<file path="config.mk">
export PLATFORM = sky130hd
export DESIGN_NAME = systolic_sched
export DESIGN_NICKNAME = d
export VERILOG_FILES = /design/src/rtl/systolic_pkg.sv /design/src/rtl/systolic_sched.sv
export SDC_FILE = /design/constraint.sdc
export NUM_CORES = 1
export LEC_CHECK = 0
export CAP_MARGIN = 0
export CORE_ASPECT_RATIO = 0.7
export CORE_MARGIN = 4
export CORE_UTILIZATION = 40
export CTS_BUF_LIST = sky130_fd_sc_hd__clkbuf_2 sky130_fd_sc_hd__clkbuf_4 sky130_fd_sc_hd__clkbuf_8
export CTS_CLUSTER_SIZE = 10
export DETAILED_ROUTE_END_ITERATION = 8
export PLACE_DENSITY = 0.65
export SLEW_MARGIN = 20
export SYNTH_ARGS = -nofsm -noshare
export SYNTH_HDL_FRONTEND = slang
export SYNTH_SLANG_ARGS = --single-unit
</file>
<file path="constraint.sdc">
create_clock -name clk -period 5 [get_ports clk]
set_input_delay 1.5 -clock clk [delete_from_list [all_inputs] [get_ports clk]]
set_output_delay 1.5 -clock clk [all_outputs]
set_load 0.01 [all_outputs]
</file>
<file path="src/rtl/systolic_pkg.sv">
// Shared definitions for the systolic-array weight/convolution scheduler:
// FSM state encoding, default array geometry and the active-column mask helper.
package systolic_pkg;

  localparam int DEF_WIDTH = 16;
  localparam int DEF_COL   = 32;
  localparam int DEF_ROW   = 25;
  localparam int MASK_W    = 64;

  typedef enum logic [2:0] {
    IDLE     = 3'd0,
    LOAD_W   = 3'd1,
    DRAIN_W  = 3'd2,
    CONV_GO  = 3'd3,
    CONV_RUN = 3'd4,
    DONE     = 3'd5
  } sched_state_e;

  // Low n bits set; callers size-cast the result down to the column count.
  function automatic logic [MASK_W-1:0] col_mask(input logic [6:0] n);
    col_mask = (MASK_W'(1) << n) - MASK_W'(1);
  endfunction

endpackage

</file>
<file path="src/rtl/systolic_sched.sv">
// Job scheduler for the systolic array: loads K*K weight rows from the
// weight buffer, then issues num_pass conv_go pulses, one per conv_finish.
// Optional feature macro: SYSTOLIC_SCHED_PERF_EN adds the perf_cycles
// busy-cycle counter output.
// Handshake note: start is a one-cycle request that only counts in IDLE;
// conv_go is a one-cycle command and conv_finish a one-cycle completion that
// only counts in CONV_RUN; abort is honoured in any non-IDLE state and wins
// over a coincident conv_finish.
module systolic_sched
  import systolic_pkg::*;
#(
  parameter int WIDTH  = DEF_WIDTH,
  parameter int COL    = DEF_COL,
  parameter int ROW    = DEF_ROW,
  parameter int PASS_W = 16
) (
  input  logic              clk,
  input  logic              rst,
  input  logic              start,
  input  logic              abort,
  input  logic [4:0]        weight_dim,
  input  logic [5:0]        num_filter,
  input  logic [PASS_W-1:0] num_pass,
  output logic              wbuf_rd_en,
  output logic [4:0]        wbuf_rd_addr,
  output logic [COL-1:0]    weight_en,
  output logic              conv_go,
  input  logic              conv_finish,
  output logic              busy,
  output logic              done,
  output logic              err,
`ifdef SYSTOLIC_SCHED_PERF_EN
  output logic [31:0]       perf_cycles,
`endif
  output sched_state_e      dbg_state
);

  // WIDTH is carried for integration with the array top; reject nonsense.
  if (WIDTH < 1 || PASS_W < 1) begin : g_bad_cfg
    $error("systolic_sched: WIDTH and PASS_W must be positive");
  end

  sched_state_e      state_q, state_d;
  logic [4:0]        addr_q, addr_d;
  logic [9:0]        kk_q, kk_d;
  logic [5:0]        nf_q, nf_d;
  logic [PASS_W-1:0] np_q, np_d;
  logic [PASS_W-1:0] pass_q, pass_d;
  logic              rd_en_q, rd_en_d;
  logic [COL-1:0]    we_q, we_d;
  logic              go_q, go_d;
  logic              done_q, done_d;
  logic              err_q, err_d;
  logic              busy_q, busy_d;

  logic [9:0]        kk_req;
  logic              cfg_ok;
  logic              start_acc;
  logic [PASS_W-1:0] pass_inc;

  // Decode the requested job and decide whether it is legal.
  always_comb begin
    kk_req    = {5'd0, weight_dim} * {5'd0, weight_dim};
    cfg_ok    = (num_filter != 6'd0) && (int'(num_filter) <= COL) &&
                (weight_dim != 5'd0) && (int'(kk_req) <= ROW) &&
                (num_pass != '0);
    start_acc = (state_q == IDLE) && start && cfg_ok;
    pass_inc  = pass_q + PASS_W'(1);
  end

  // Next-state and next-output logic; abort overrides everything at the end.
  always_comb begin
    state_d = state_q;
    addr_d  = addr_q;
    kk_d    = kk_q;
    nf_d    = nf_q;
    np_d    = np_q;
    pass_d  = pass_q;
    rd_en_d = 1'b0;
    // Returned weight data lags the read by one cycle; the shift enable follows it.
    we_d    = rd_en_q ? COL'(col_mask({1'b0, nf_q})) : '0;
    go_d    = 1'b0;
    done_d  = 1'b0;
    err_d   = 1'b0;

    case (state_q)
      IDLE: begin
        if (start) begin
          if (cfg_ok) begin
            kk_d    = kk_req;
            nf_d    = num_filter;
            np_d    = num_pass;
            addr_d  = 5'd0;
            pass_d  = '0;
            rd_en_d = 1'b1;
            state_d = LOAD_W;
          end else begin
            err_d = 1'b1;
          end
        end
      end
      LOAD_W: begin
        if ({5'd0, addr_q} == kk_q - 10'd1) begin
          addr_d  = 5'd0;
          state_d = DRAIN_W;
        end else begin
          addr_d  = addr_q + 5'd1;
          rd_en_d = 1'b1;
        end
      end
      DRAIN_W: state_d = CONV_GO;
      CONV_GO: begin
        go_d    = 1'b1;
        state_d = CONV_RUN;
      end
      CONV_RUN: begin
        if (conv_finish) begin
          pass_d = pass_inc;
          if (pass_inc == np_q) begin
            done_d  = 1'b1;
            state_d = DONE;
          end else begin
            state_d = CONV_GO;
          end
        end
      end
      DONE:    state_d = IDLE;
      default: state_d = IDLE;
    endcase

    if (abort && (state_q != IDLE)) begin
      state_d = IDLE;
      addr_d  = 5'd0;
      rd_en_d = 1'b0;
      we_d    = '0;
      go_d    = 1'b0;
      done_d  = 1'b0;
    end

    busy_d = (state_d != IDLE);
  end

  // State, counters, latched config and registered outputs.
  always_ff @(posedge clk) begin
    if (rst) begin
      state_q <= IDLE;
      addr_q  <= 5'd0;
      kk_q    <= 10'd0;
      nf_q    <= 6'd0;
      np_q    <= '0;
      pass_q  <= '0;
      rd_en_q <= 1'b0;
      we_q    <= '0;
      go_q    <= 1'b0;
      done_q  <= 1'b0;
      err_q   <= 1'b0;
      busy_q  <= 1'b0;
    end else begin
      state_q <= state_d;
      addr_q  <= addr_d;
      kk_q    <= kk_d;
      nf_q    <= nf_d;
      np_q    <= np_d;
      pass_q  <= pass_d;
      rd_en_q <= rd_en_d;
      we_q    <= we_d;
      go_q    <= go_d;
      done_q  <= done_d;
      err_q   <= err_d;
      busy_q  <= busy_d;
    end
  end

`ifdef SYSTOLIC_SCHED_PERF_EN
  logic [31:0] perf_q, perf_d;

  // Busy-cycle count for the current job, saturating, held after completion.
  always_comb begin
    perf_d = perf_q;
    if (start_acc)                   perf_d = 32'd0;
    else if (busy_q && perf_q != '1) perf_d = perf_q + 32'd1;
  end

  // Perf counter register.
  always_ff @(posedge clk) begin
    if (rst) perf_q <= 32'd0;
    else     perf_q <= perf_d;
  end

  assign perf_cycles = perf_q;
`endif

  assign wbuf_rd_en   = rd_en_q;
  assign wbuf_rd_addr = addr_q;
  assign weight_en    = we_q;
  assign conv_go      = go_q;
  assign busy         = busy_q;
  assign done         = done_q;
  assign err          = err_q;
  assign dbg_state    = state_q;

endmodule
</file>
==> flow_summary.yaml <==
outcome:
  outcome: "complete, no violations"
sta:
  maxSlewViolCount: 0
  clock.fmax_mhz: 206.8
  finalCritPeriodShare: 0.9670
  setup_viol: 0
  slew_headroom: 0.3253
  rsz0062_at_grt: "false"
  tightestPinTransition_ns: 1.012
  hold_violations: 0
  setup_slack_ns: 0.1648
  post-route-min-period_ns: 4.835
  finalSetupTns_ns: 0
  finalClockSkew_ns: 0.009329
clock_tree:
  root_buffer: "clkbuf_8"
  clock_path_buffers: 2
  cts_tree: "built"
  cts.clk_slew.worst_paths_ns: 0.10
  clock-sinks: 92
  worst_skew_pair.late_latency_ns: 0.36
  htreeDepth: 3
  cts_buffers: 9
logic_synthesis:
  synth_edf_count: 0
  synthesis.nets: 630
  yosysTopAreaCell: "dfxtp_1"
  yosys_register_bits: 92
  syn_area_sq_um: 4969
  synth_area_per_cell_sq_um: 8.552
  synth_cell_types: 66
  yosysSeqAreaShare: 0.3707
  syn_inst: 581
  async_flop_share: 0
  synth.top_cell.area_share: 0.3707
  yosys_warnings: 0
  synth_ff_type: "dfxtp_1"
  synthTopCellsByArea: "dfxtp_1 37%, mux2i_1 5.0%, nor2_1 4.9%"
power_and_ir_drop:
  power.density_nw_per_um2: 241.0
  peakVddDrop_mv: 0.1470
  p_leak_uw: 0.002448
worst_setup_path:
  crit_family: "adder cells"
  critPathMaxStageDelay_ns: 0.50
  slowest_stage: "fa_1"
  path_cells: "buf_2 -> nand2_4 -> fa_1 -> fa_1 -> inv_1 -> ha_1 -> a31o_4 -> ha_4 -> o221ai_2 -> or4_4 -> a2111oi_4 -> nand4_1 -> buf_4 -> buf_6 -> buf_4 -> and3b_1"
  path_max_fanout: 7
  r2r_setup_slack_ns: 1.83
  worstSetupPathType: "in2reg"
  cp.depth: 16
  path_buf_inv: 5
  cp_data_required_time_ns: 5.25
  critPathArrivalTime_ns: 5.09
  start_kind: "input port"
  reg2reg_depth: 9
  end_kind: "flip-flop"
cells_and_area:
  fillers: 1116
  diodes: 0
  drive_gt1_frac: 0.1212
  mostFrequentLayoutCells: "92 x dfxtp_1, 70 x clkdlybuf4s50_1, 65 x nor2_1"
  final_common_cell: "dfxtp_1"
  regArea_sq_um: 1842
  fin_nets: 704
  multi_input_area_sq_um: 2984
  final_cells: 817
  synthToLayoutAreaGrowth_pct: 24.60
  finalInstanceArea_sq_um: 6191
floorplanning:
  core_sq_um: 11930
  initial_core_util: 0.4164
  die_area_sq_um: 14300
  num_rows: 33
  io_pins: 77
  dieHeight_um: 101.2
  fp.dieW_um: 141.2
routing:
  drc: 0
  totalWireLength_um: 12350
  postRouteAntennaNets: 0
  drtIter0Drc: 360
  wire_per_inst_um: 15.12
  via_per_inst: 5.452
  drtPass1Iterations: 7
  vias: 4454
placement:
  io_buffers: 76
  dpl.cell_count: 798
  dpl_cell_area_sq_um: 5946
  place_congestion: 0.8385
  place_hpwl_um: 9257
  post-place-ws_ns: -0.6439
grt:
  antenna_found_initial: 0
  grt_max_degree: 58
  grt_pass1_vias: 4127
  grt_use_total: 0.1735
  grt.overflow.total: 0
  grt_pass1_wl_um: 20370
min_path:
  hold_path_class: "reg2reg"
  min_delay_path_depth: 2
run:
  drv_cap: 0
## Yosys cell counts, types with 5 or more instances
master and n:
or3_1 8, o21ai_0 20, nand2b_1 16, or2_2 8
mux2i_1 25, nor3_1 18, nor2_1 65, ha_1 14
buf_2 6, xor2_1 14, nor3b_1 5, a31oi_1 7
nand3_1 21, and2_1 7, or4_1 8, nand2_1 41
nand4_1 9, clkbuf_1 24, nor4_1 9, and3b_1 6
and3_1 5, dfxtp_1 92, inv_1 13, xnor2_1 19
o21a_1 6, nor2b_1 9, a21oi_1 38
## registers in the layout, summed over array words and instances, names as in the netlist
name          cells
weight_en        32
np_q             16
pass_q           16
kk_q              9
nf_q              6
wbuf_rd_addr      5
dbg_state         3
busy              1
conv_go           1
done              1
err               1
wbuf_rd_en        1
## timing repair
| item | 4_1_cts | 5_1_grt |
|---|---|---|
| hold buffers | 0 | 0 |
| endpoints found under the setup margin | 55 | 55 |
| cloned | 1 | 0 |
| pin swaps | 4 | 3 |
| setup buffers | 3 | 0 |
| gates resized for setup | 14 | 13 |
## layer usage
layer  vias up  track usage  wire, um  part of all wire
li1       2226            -         -                 -
met4         0      0.04170       144             0.012
met5         -            0         0                 0
met1      2065       0.2568      6370              0.52
met2       150       0.2605      5165              0.42
met3        13      0.03398       669             0.054
## metrics by stage
stage | utilization | hold slack, ns | total power, uW
finish | 0.5188 | 0.5103 | 1492
global route | 0.5188 | 0.5428 | 1553
CTS | 0.5204 | 0.5092 | 1504
detailed placement | 0.4983 | 0.4955 | 948.6
global placement | 0.4983 | 0.4780 | 945.3
floorplan | - | 0.4570 | 882.9
## final cells by class
class	instances	share of cell area
clock buffers	9	0.02001
repair buffers	98	0.1453
inverters	13	0.007882
flip-flops and latches	92	0.2975
well taps	157	0.03173
clock inverters	7	0.01556
multi-input cells	441	0.4820
## final timing paths
path,start,endpoint
max reg2reg,nf_q[1],weight_en[30]
min reg2reg,kk_q[5],kk_q[5]
min,kk_q[5],kk_q[5]
max,weight_dim[0],kk_q[8]
## power by group
group / internal, uW / switching (uW) / leakage, uW
clock: 284 / 271 / 0.000114
sequential: 738 / 7.45 / 0.000741
combinational: 95.7 / 95.4 / 0.00159
total: 1120 / 374 / 0.00245
## cells by family after synthesis
kind of cell / share of synthesized area
multiplexers: 0.05490
buffers and inverters: 0.04130
AND/OR/NAND/NOR: 0.2752
AO/OA/AOI/OAI: 0.1476
XOR/XNOR: 0.06296
flip-flops: 0.3707
adder cells (fa/ha/maj): 0.04734
## worst register-to-register path, delay by kind of cell, from the launching register on
family	cells	cell delay [ns]
compound gates	2	0.41
fa+ha+maj	1	0.35
flops	1	0.88
mux	1	0.37
simple gates	5	1.06
(Power assumes the default switching activity.)
==> patch 1: new RTL, same settings <==
The package constant `DEF_COL` goes from 32 to 16.
--- a/src/rtl/systolic_pkg.sv
+++ b/src/rtl/systolic_pkg.sv
@@ -3,7 +3,7 @@
 package systolic_pkg;
 
   localparam int DEF_WIDTH = 16;
-  localparam int DEF_COL   = 32;
+  localparam int DEF_COL   = 16;
   localparam int DEF_ROW   = 25;
   localparam int MASK_W    = 64;
 
Ports: changed (resized weight_en); port bits go from 77 to 61. The function was not compared with the original's and may differ.
==> patch 1 against the original RTL <==
Global-route usage up 0.50 points. Sequential cell count shrank 16. Non-clock buffer count decreased by 11. Clock skew grew 0.0065 ns. Routed wire length is 9.9% lower. Area after synthesis shrank 13%. Design area fell by 12%. Fmax increased by 0.50%. Highest routed layer unchanged. Total power is 9.2% lower. Worst setup slack improved by 0.024 ns. Core utilization grew 0.51 points. Count of clock-buffer cells in the layout unchanged.
==> patch 1: results (changes against the original RTL) <==
Cells and area
  – # nets final: 632 (-10%)
  – Number of antenna diodes: 0 (unchanged)
  – Layout cells sized above 1: 10.9% (-1.3 points)

Outcome
  – Status: finished, final reports clean

Clocking
  – Clk_lat worst skew: 0.36 ns (about the same)
  – Root buffer cell: clkbuf_8
  – Clk pin slew, worst setup/hold paths: 0.08 ns (-0.02 ns)
  – H-tree depth: 3 (unchanged)
  – CTS Buffer Depth: 2 (unchanged)
  – CTS Buf Count: 9 (unchanged)

Placement
  – PortBufs: 60 (-21%)
  – HPWL after DPL: 8210 um (-11%)
  – RePlAce Congestion: 0.840 (+0.14%)
  – Dpl cells: 699 (-12%)
  – Placed cell area: 5120 um2 (-14%)

Logic synthesis
  – Most area-consuming cells after synthesis: dfxtp_1, mux2i_1, nor2_1, a21oi_1, ha_1
  – Synth async-reset ratio: 0% (unchanged)
  – Top FF cell, synth: dfxtp_1
  – Syn nets: 560 (-11%)
  – Yosys warnings: 0 (unchanged)
  – Seq/Total Area, Yosys: 35.3% (-1.7 points)
  – Commonest cells in the synthesized netlist: dfxtp_1, nor2_1, a21oi_1, nand2_1, nand3_1
  – Yosys cell types: 60 (-9.1%)
  – Synth Area per Inst: 8.41 um2 (-1.7%)

Worst hold path
  – Hold WC Path Type: reg -> reg

GRT
  – Gr usage total: 17.8% (+0.50 points)
  – Vias in the first global route: 3669 (-11%)
  – Number of antenna violations at the first check in global routing: 0 (unchanged)
  – First-pass GRT wire length: 18300 um (-10%)
  – Largest net degree at the start of global routing: 46 (-21%)

Detailed routing
  – Routed WL: 11100 um (-9.9%)
  – Via density: 5.51 (+1.2%)
  – DRT Pass-1 Iters: 6 (-1)
  – Vias: 3976 (-11%)
  – Drt first-iter violations: 303 (-16%)

Pwr
  – VDD IR max: 0.110 mV (-25%)
  – Switching Fraction: 24.5% (-0.63 points)
  – LEAKAGE: 2.01 nW (-18%)

Critical path
  – Max stage delay on crit path: about 0.5 ns
  – Crit path DAT: 5.04 ns (-0.05 ns)
  – Worst-path fanout max: 8 (+1)
  – CP max stage cell: fa_1
  – Family with the most delay on the worst path: adder cells

Timing
  – Final Skew: 0.0158 ns (+0.00651 ns)
  – Least-Margin Pin Slew: 0.745 ns (-0.267 ns)
-- patch 1: cell types whose count changed after synthesis, moves of 7 or more --
cell / change
and2_1: +10
nand2b_1: -9
dfxtp_1: -16
nand3_1: +10
a311oi_1: +7
clkbuf_1: -11
-- patch 1: cell type report --
class	count	area [um2]
Clock inverter	7	121
Sequential cell	76	1520
Clock buffer	9	124
Multi-Input combinational cell	396	2600
Tap cell	132	165
Fill cell	957	4970
Timing Repair Buffer	87	881
Inverter	14	52.6
-- patch 1: cell families after synthesis --
group | share of synthesized area [%]
AOI/OAI and AO/OA | 15.8
xor gates and xnor gates | 5.70
adders and majority gates | 5.00
buffers and inverters | 5.06
DFF | 35.3
muxes | 6.54
and+or+nand+nor | 26.5
-- patch 1: timing repair --
item	in CTS	in global routing
pin swaps	8	9
hold buffers	0	0
gates cloned	1	0
resized for setup	10	4
buffers inserted	4	1
setup endpoints to repair	44	38
-- patch 1: final timing paths --
| check | startpoint | endpoint | slack (ns) | cells after the start |
|---|---|---|---|---|
| setup / recovery | weight_dim[3] | np_q[8] | 0.19 | 17 |
| hold / removal | kk_q[8] | kk_q[8] | 0.47 | 1 |
| setup reg to reg | nf_q[3] | weight_en[10] | 2.20 | 9 |
| hold reg to reg | kk_q[8] | kk_q[8] | 0.47 | 1 |
-- patch 1: through the flow --
step,setup slack [ns],power [mW]
after floorplan,0.00179,0.713
after detailed placement,-0.496,0.778
after CTS,0.107,1.37
final,0.189,1.36
after global routing,0.0247,1.40
after global placement,-0.434,0.775
-- patch 1: metal layers --
layer  global-route usage [%]  part of all wire, %
met1                     25.5                   50
met3                     4.90                  6.4
met2                     27.1                   43
met4                     3.41                 0.81
met5                        0                    0
-- patch 1: power groups by stage --
stage               clock [mW]  sequential [mW]  combinational, mW
global route             0.615            0.612              0.177
CTS                      0.596            0.611              0.161
floorplan                    0            0.625             0.0879
detailed placement           0            0.626              0.153
global placement             0            0.626              0.149
finish                   0.582            0.611              0.162
==> patch 2: new RTL, same settings <==
Without the edit above. Register the inputs `start`, `abort`, `weight_dim`, `num_filter`, `num_pass` and `conv_finish` before use, without a reset. The logic sees them one clock later. Comments in the files are not updated.
--- a/src/rtl/systolic_sched.sv
+++ b/src/rtl/systolic_sched.sv
@@ -35,6 +35,22 @@
   output sched_state_e      dbg_state
 );
 
+  logic start_q;
+  logic abort_q;
+  logic [4:0] weight_dim_q;
+  logic [5:0] num_filter_q;
+  logic [PASS_W-1:0] num_pass_q;
+  logic conv_finish_q;
+
+  always_ff @(posedge clk) begin
+    start_q       <= start;
+    abort_q       <= abort;
+    weight_dim_q  <= weight_dim;
+    num_filter_q  <= num_filter;
+    num_pass_q    <= num_pass;
+    conv_finish_q <= conv_finish;
+  end
+
   // WIDTH is carried for integration with the array top; reject nonsense.
   if (WIDTH < 1 || PASS_W < 1) begin : g_bad_cfg
     $error("systolic_sched: WIDTH and PASS_W must be positive");
@@ -60,11 +76,11 @@
 
   // Decode the requested job and decide whether it is legal.
   always_comb begin
-    kk_req    = {5'd0, weight_dim} * {5'd0, weight_dim};
-    cfg_ok    = (num_filter != 6'd0) && (int'(num_filter) <= COL) &&
-                (weight_dim != 5'd0) && (int'(kk_req) <= ROW) &&
-                (num_pass != '0);
-    start_acc = (state_q == IDLE) && start && cfg_ok;
+    kk_req    = {5'd0, weight_dim_q} * {5'd0, weight_dim_q};
+    cfg_ok    = (num_filter_q != 6'd0) && (int'(num_filter_q) <= COL) &&
+                (weight_dim_q != 5'd0) && (int'(kk_req) <= ROW) &&
+                (num_pass_q != '0);
+    start_acc = (state_q == IDLE) && start_q && cfg_ok;
     pass_inc  = pass_q + PASS_W'(1);
   end
 
@@ -85,11 +101,11 @@
 
     case (state_q)
       IDLE: begin
-        if (start) begin
+        if (start_q) begin
           if (cfg_ok) begin
             kk_d    = kk_req;
-            nf_d    = num_filter;
-            np_d    = num_pass;
+            nf_d    = num_filter_q;
+            np_d    = num_pass_q;
             addr_d  = 5'd0;
             pass_d  = '0;
             rd_en_d = 1'b1;
@@ -114,7 +130,7 @@
         state_d = CONV_RUN;
       end
       CONV_RUN: begin
-        if (conv_finish) begin
+        if (conv_finish_q) begin
           pass_d = pass_inc;
           if (pass_inc == np_q) begin
             done_d  = 1'b1;
@@ -128,7 +144,7 @@
       default: state_d = IDLE;
     endcase
 
-    if (abort && (state_q != IDLE)) begin
+    if (abort_q && (state_q != IDLE)) begin
       state_d = IDLE;
       addr_d  = 5'd0;
       rd_en_d = 1'b0;
Check against the original RTL: not equivalent (Yosys sat finds a counterexample within 4 cycles, from zero or initial values and one cycle with rst high).
==> patch 2 against the original RTL <==
Design area is 9.9% higher. Clock power rose by 56%. Routed wire length is 5.8% higher. Total power is 37% higher. Worst setup slack better by 0.27 ns. Non-clock buffer count is 19 lower. Fmax increased by 5.9%. Register-to-register slack lost 1.4 ns. Sequential power up 36%. Synthesized cell count rose by 7.7%. Core utilization shrank 0.96 points. Area after synthesis is 11% higher. Sequential cell count up 30. Critical path type is now reg -> reg. Critical endpoint is now dbg_state[0].
==> patch 2: results (changes against the original RTL) <==
Pwr
  – Sequential share of power: 49.2% (-0.7 points)
  – VDD IR max: 0.167 mV (+13%)
  – LEAKAGE: 2.67 nW (+8.9%)
  – Combinational share of power: 8.6% (-4.2 points)

Placement
  – HPWL after DPL: 9560 um (+3.3%)
  – Setup WS pre-CTS: 0.448 ns (+1.09 ns)
  – Dpl cells: 856 (+7.3%)
  – Placed cell area: 6410 um2 (+7.8%)

Cells and area
  – # nets final: 739 (+5.0%)
  – Layout cells sized above 1: 6.83% (-5.3 points)
  – Fin cells: 888 (+8.7%)

Timing
  – Crit path time final: 4.56 ns (-0.271 ns)

Clocking
  – Clk_lat worst skew: 0.43 ns (+0.07 ns)
  – H-tree depth: 4 (+1)

GRT
  – Gr usage total: 16.5% (-0.81 points)
  – Largest net degree at the start of global routing: 45 (-22%)
  – Met1 Usage GRT: 24.8% (-0.91 points)
  – Vias in the first global route: 4258 (+3.2%)
  – First-pass GRT wire length: 21200 um (+4.2%)

Detailed routing
  – Drt first-iter violations: 400 (+11%)
  – DRT Pass-1 Iters: 5 (-2)
  – Vias: 4792 (+7.6%)
  – WL/cell: 14.7 um (-2.6%)
  – DRT met1 WL: 6460 um (+1.4%)
  – Metal3 WL: 1030 um (+54%)
  – Metal2 WL: 5470 um (+5.9%)

Critical path
  – Worst-path fanout max: 33 (+26)
  – Worst R2R End: dbg_state[0]
  – Max stage delay on crit path: 0.53 ns (+0.03 ns)
  – CP max stage cell: dfxtp_1

Logic synthesis
  – Commonest cells in the synthesized netlist: dfxtp_1, nor2_1, nand2_1, a21oi_1, xnor2_1
  – Seq/Total Area, Yosys: 44.2% (+7.1 points)

Outcome
  – Status: finished, final reports clean

Worst hold path
  – Critical hold path startpoint: kk_q[8]
-- patch 2: changes by cell type after synthesis, sizes merged, moves of 8 or more --
cell / unedited run / this run
xor2: 14 / 6
dfxtp: 92 / 122
or2: 8 / 0
nand2b: 16 / 4
xnor2: 19 / 32
nand2: 41 / 52
and2: 7 / 15
a21oi: 38 / 47
-- patch 2: layout make-up --
class / count / area (um2)
fill: 1242 / 6560
multi-input combinational: 450 / 2880
sequential: 122 / 2440
timing repair buffer: 79 / 783
clock buffer: 17 / 234
tap: 185 / 231
clock inverter: 15 / 159
inverter: 20 / 75.1
-- patch 2: cell families after synthesis --
group / synth area share [%]
AO/OA/AOI/OAI: 14.9
XOR/XNOR: 6.02
adder cells (fa/ha/maj): 4.26
buffers and inverters: 3.78
flip-flops: 44.2
multiplexers: 4.96
AND/OR/NAND/NOR: 21.9
